**config.mk**
```make
export PLATFORM = sky130hd
export DESIGN_NAME = spike_time_encoder
export DESIGN_NICKNAME = d
export VERILOG_FILES = /design/src/rtl/tnn_pkg.sv /design/src/rtl/gamma_slot_counter.sv /design/src/rtl/spike_time_encoder.sv
export SDC_FILE = /design/constraint.sdc
export NUM_CORES = 1
export LEC_CHECK = 0
export ABC_AREA = 1
export CAP_MARGIN = 25
export CORE_UTILIZATION = 54
export DETAILED_ROUTE_END_ITERATION = 10
export HOLD_SLACK_MARGIN = 0.03
export PLACE_DENSITY = 0.77
export SKIP_CTS_REPAIR_TIMING = 1
export SLEW_MARGIN = 40
export SYNTH_ARGS = -nofsm -noshare
export SYNTH_HDL_FRONTEND = slang
export SYNTH_SLANG_ARGS = --single-unit
export TNS_END_PERCENT = 30
```
**constraint.sdc**
```tcl
create_clock -name aclk -period 1.94 [get_ports aclk]
set_clock_uncertainty 0.1 [all_clocks]
set_input_delay 0.388 -clock aclk [delete_from_list [all_inputs] [get_ports aclk]]
set_output_delay 0.388 -clock aclk [all_outputs]
set_load 0.05 [all_outputs]
```
**src/rtl/tnn_pkg.sv**
```systemverilog
// Shared types and helpers for the temporal neural network datapath blocks.
package tnn_pkg;

   typedef enum logic {IDLE = 1'b0, RUN = 1'b1} enc_state_t;

   // Values at or beyond the last slot cannot produce a rising edge inside the cycle.
   function automatic logic val_is_inf(input int unsigned v, input int unsigned gamma);
      return v >= gamma - 1;
   endfunction

endpackage

```
**src/rtl/gamma_slot_counter.sv**
```systemverilog
// Gamma-cycle slot counter: IDLE/RUN control, slot count, boundary strobe and gamma_start pulse.
module gamma_slot_counter
   import tnn_pkg::*;
#(
   parameter int unsigned GAMMA_CYCLE_WIDTH = 16,
   localparam int unsigned SLOT_W = $clog2(GAMMA_CYCLE_WIDTH) + 1
) (
   input  logic              aclk,
   input  logic              grst_n,
   input  logic              en,
   output logic [SLOT_W-1:0] slot_nxt,
   output logic              boundary,
   output logic              gamma_start
);

   localparam logic [SLOT_W-1:0] LAST_SLOT = SLOT_W'(GAMMA_CYCLE_WIDTH - 1);

   enc_state_t        state;
   enc_state_t        state_nxt;
   logic [SLOT_W-1:0] slot;

   // boundary marks the edge that enters slot 0 of a running gamma cycle
   always_comb begin
      state_nxt = state;
      slot_nxt  = slot;
      boundary  = 1'b0;
      case (state)
         IDLE: begin
            slot_nxt = '0;
            if (en) begin
               state_nxt = RUN;
               boundary  = 1'b1;
            end
         end
         RUN: begin
            if (slot == LAST_SLOT) begin
               slot_nxt = '0;
               if (en) boundary  = 1'b1;
               else    state_nxt = IDLE;
            end else begin
               slot_nxt = slot + SLOT_W'(1);
            end
         end
         default: begin
            state_nxt = IDLE;
            slot_nxt  = '0;
         end
      endcase
   end

   always_ff @(posedge aclk or negedge grst_n) begin
      if (!grst_n) begin
         state       <= IDLE;
         slot        <= '0;
         gamma_start <= 1'b0;
      end else begin
         state       <= state_nxt;
         slot        <= slot_nxt;
         gamma_start <= boundary;
      end
   end

endmodule

```
**src/rtl/spike_time_encoder.sv**
```systemverilog
// Binary-to-temporal encoder: one spike per gamma cycle rising at slot 1+value.
// Build option SPIKE_STEP_EN selects step coding instead of fixed-width pulse coding.
module spike_time_encoder
   import tnn_pkg::*;
#(
   parameter int unsigned GAMMA_CYCLE_WIDTH = 16,
   parameter int unsigned PULSE_WIDTH       = 8,
   localparam int unsigned VAL_W = $clog2(GAMMA_CYCLE_WIDTH)
) (
   input  logic             aclk,
   input  logic             grst_n,
   input  logic             en,
   input  logic             in_valid,
   input  logic [VAL_W-1:0] in_data,
   output logic             in_ready,
   output logic             gamma_start,
   output logic             spike,
   output logic             underrun
);

   localparam int unsigned SLOT_W = VAL_W + 1;

   logic [SLOT_W-1:0] slot_nxt;
   logic              boundary;
   logic [VAL_W-1:0]  pend;
   logic              pend_v;
   logic [VAL_W-1:0]  active;
   logic              xfer;
   logic              act_inf;
   logic [SLOT_W-1:0] rise;
   logic              spike_nxt;

   gamma_slot_counter #(
      .GAMMA_CYCLE_WIDTH(GAMMA_CYCLE_WIDTH)
   ) u_slot (
      .aclk        (aclk),
      .grst_n      (grst_n),
      .en          (en),
      .slot_nxt    (slot_nxt),
      .boundary    (boundary),
      .gamma_start (gamma_start)
   );

   assign in_ready = ~pend_v;
   assign xfer     = in_valid & ~pend_v;
   assign act_inf  = val_is_inf(32'(active), GAMMA_CYCLE_WIDTH);
   // One extra bit keeps 1+v from wrapping for the largest value
   assign rise     = SLOT_W'(active) + SLOT_W'(1);

`ifdef SPIKE_STEP_EN
   always_comb begin
      spike_nxt = (slot_nxt != '0) && !act_inf && (slot_nxt >= rise);
   end
`else
   logic [SLOT_W-1:0] pcnt;
   logic [SLOT_W-1:0] pcnt_nxt;

   // pcnt holds the remaining high cycles after the current one; slot 0 truncates
   always_comb begin
      spike_nxt = 1'b0;
      pcnt_nxt  = '0;
      if (slot_nxt != '0) begin
         if (!act_inf && (slot_nxt == rise)) begin
            spike_nxt = 1'b1;
            pcnt_nxt  = SLOT_W'(PULSE_WIDTH - 1);
         end else if (spike && (pcnt != '0)) begin
            spike_nxt = 1'b1;
            pcnt_nxt  = pcnt - SLOT_W'(1);
         end
      end
   end

   always_ff @(posedge aclk or negedge grst_n) begin
      if (!grst_n) pcnt <= '0;
      else         pcnt <= pcnt_nxt;
   end
`endif

   always_ff @(posedge aclk or negedge grst_n) begin
      if (!grst_n) begin
         pend_v   <= 1'b0;
         active   <= '1;
         spike    <= 1'b0;
         underrun <= 1'b0;
      end else begin
         if (xfer)          pend_v <= 1'b1;
         else if (boundary) pend_v <= 1'b0;
         if (boundary)      active <= pend_v ? pend : '1;
         underrun <= boundary & ~pend_v;
         spike    <= spike_nxt;
      end
   end

   always_ff @(posedge aclk) begin
      if (xfer) pend <= in_data;
   end

endmodule

```
==> reports/results.ini <==
[timing]
timing.final.crit_share_pct = 92.7
finalHoldViolCount = 0
rsz0062_at_grt = yes
setup-violations-final = 0
fmax_ghz = 0.556
tightestPinTransition_ps = 398
whs_ps = 294
finalWorstSetupSlack_ps = 142
relSlewSlack_pct = 73.2
drv_slew = 0
fin_crit_ps = 1800

[placement]
gp_congestion = 0.826
numPortBuffers = 11
placed_cells = 169
dp_hpwl_um = 1550
pre_cts_ws_ps = 157
place_area_sq_um = 1270

[job]
maxCapViolations = 0

[synthesis]
yosysTopAreaCell = dfrtp_1
synth.most_common_cell = nand2_1
synthCells = 131
ys_seq_area_share_pct = 53.0
netlist_area_sq_um = 1130
ys_dominant_reg_cell = dfrtp_1
synth_top_area_share_pct = 33.1
synth_async_sr_flop_share_pct = 82.6
synth_common_cells = nand2_1 (24), inv_1 (22), dfrtp_1 (15), nor2_1 (15)
synth_nets = 142
ys.warnings.count = 0
ys_top_cells_by_area = dfrtp_1 (33%), edfxtp_1 (11%), dfstp_2 (9.3%)
yosys_register_bits = 23
synth_area_per_cell_sq_um = 8.64
yosys.cell_types.count = 24
synth-edff-count = 4

[setup_path]
cp-start-kind = flip-flop
reg2reg_depth = 9
crit_path_end_kind = flip-flop
cp.arrival_ps = 1900
path_max_fanout = 4
cp.required_ps = 2040
critical_path_class = flip-flop to flip-flop

[layout]
area_growth_pct = 14.7
n_fill_cell = 174
nNetsFinal = 158
stdcell_area_sq_um = 1300
stdcell_count = 173
antenna_cells = 0
final_layout_size_suffix_gt1_share_pct = 16.4

[global_route]
top_usage_layer = met2
grt_overflow_total = 0
grt_pass1_vias = 733
antenna_found_initial = 0
grt_max_degree = 20
grt_usage_pct = 19.5
met1_usage_pct = 25.1
use_met3_pct = 3.40
grt_use_met2_pct = 32.4
grt_pass1_wl_um = 3040

[power_and_ir_drop]
vdd_ir_drop_max_mv = 0.779
cellPowerDensity_nw_per_um2 = 1460
p_leak_uw = 0.000665
total_power_uw = 1900

[clocking]
cts_buffer_depth = 2
numCtsBuffers = 3
cts_sinks = 23
clkLatencyLatePin_ps = 310
tritoncts = built
cts_root_buf = clkbuf_4
cts.htree.levels = 1
clkTransAtPathRegs_ps = 120

[die]
core_area_sq_um = 1960
die_area_sq_um = 2280
fp-row-count = 16
initial_core_util_pct = 57.7
pin_count = 12
fp.dieH_um = 47.8
fp.dieW_um = 47.8

[outcome]
status = complete, no violations

[detailed_routing]
vias = 872
via_per_inst = 5.04
antenna_left = 0
dr.first_iter.drc_count = 16
wl_um = 1960
dr.pass1.iters = 4
route.detailed.drc = 0
wl_per_cell_um = 11.3

[min_path]
min_path_type = primary input to asynchronous set/reset pin

## flip-flops by register name, summed over array words and instances (netlist names)
register / count
underrun: 1
spike: 1
active: 4
pcnt: 5
u_slot.gamma_start: 1
pend_v: 1
pend: 4
u_slot.state: 1
u_slot.slot: 5
## worst max-delay path: stages (launching register included)
cell and delay, ps:
dfrtp_1 400, inv_1 100, ha_1 170, inv_1 40
nor2_1 110, nand2_1 90, o21ai_0 350, inv_1 110
o21ai_0 120, a21oi_1 100
## cells by family after synthesis
kind of cell	after synthesis	synth area share [%]
buffers and inverters	24	8.07
flip-flops	23	53.0
XOR/XNOR	2	1.55
adder cells (fa/ha/maj)	3	3.32
AO/OA/AOI/OAI	17	8.07
AND/OR/NAND/NOR	62	26.0
## power by group
group	total, uW	internal [uW]	switching [uW]
Combinational	901	334	566
Sequential	780	656	124
Clock	217	76.9	140
## area by class of cell
class                   instances  area, sq um  area share [%]
clock buffers                   3         22.5            1.73
repair buffers                 12          108            8.29
multi-input cells              84          443            34.1
clock inverters                 1         5.00           0.385
well taps                      27         33.8            2.60
flip-flops and latches         23          601            46.2
inverters                      23         86.3            6.65
## metal layers
layer  vias to the layer above  wire length (um)
met2                        22               950
met3                         5                77
li1                        453                 -
met1                       392               899
met4                         0                31
met5                         -                 0
## worst paths after layout
path	from	end	slack, ps
min in group aclk	pend_v$_DFFE_PN0P_	underrun$_DFF_PN0_	350
min	grst_n	u_slot.slot[2]$_DFF_PN0_	290
max in group asynchronous	grst_n	active[0]$_DFFE_PN1P_	1190
max reg2reg	pcnt[0]$_DFF_PN0_	pcnt[2]$_DFF_PN0_	140
min reg2reg	pend_v$_DFFE_PN0P_	underrun$_DFF_PN0_	350
max	pcnt[0]$_DFF_PN0_	pcnt[2]$_DFF_PN0_	140
## stage by stage
step | util, % | TNS, ps
after global placement | 64.7 | 0
after detailed placement | 64.7 | 0
after floorplan | - | 0
final | 66.2 | 0
after global routing | 66.2 | -9.85
after CTS | 66.1 | 0
## placed cells by master (no fill, tap or decap)
cell type        netlist  routed
nand2_1               24      24
inv_1                 22      22
dfrtp_1               15      15
nor2_1                15      14
nand3_1                7       7
a21oi_1                7       7
o21ai_0                7       7
clkdlybuf4s50_1        0       7
buf_4                  0       5
nand4_1                4       4
nor2_2                 3       4
dfstp_2                4       4
edfxtp_1               4       4
ha_1                   3       3
clkbuf_4               0       3
nand2_2                2       2
nand3_2                2       2
o21bai_1               2       2
nor3_1                 2       2
inv_2                  1       1
xor2_1                 1       1
xnor2_1                1       1
a31oi_1                1       1
nor4_1                 1       1
or2_2                  1       1
nor2b_4                1       1
clkinv_2               0       1
Power figures use the tool's default switching activity.
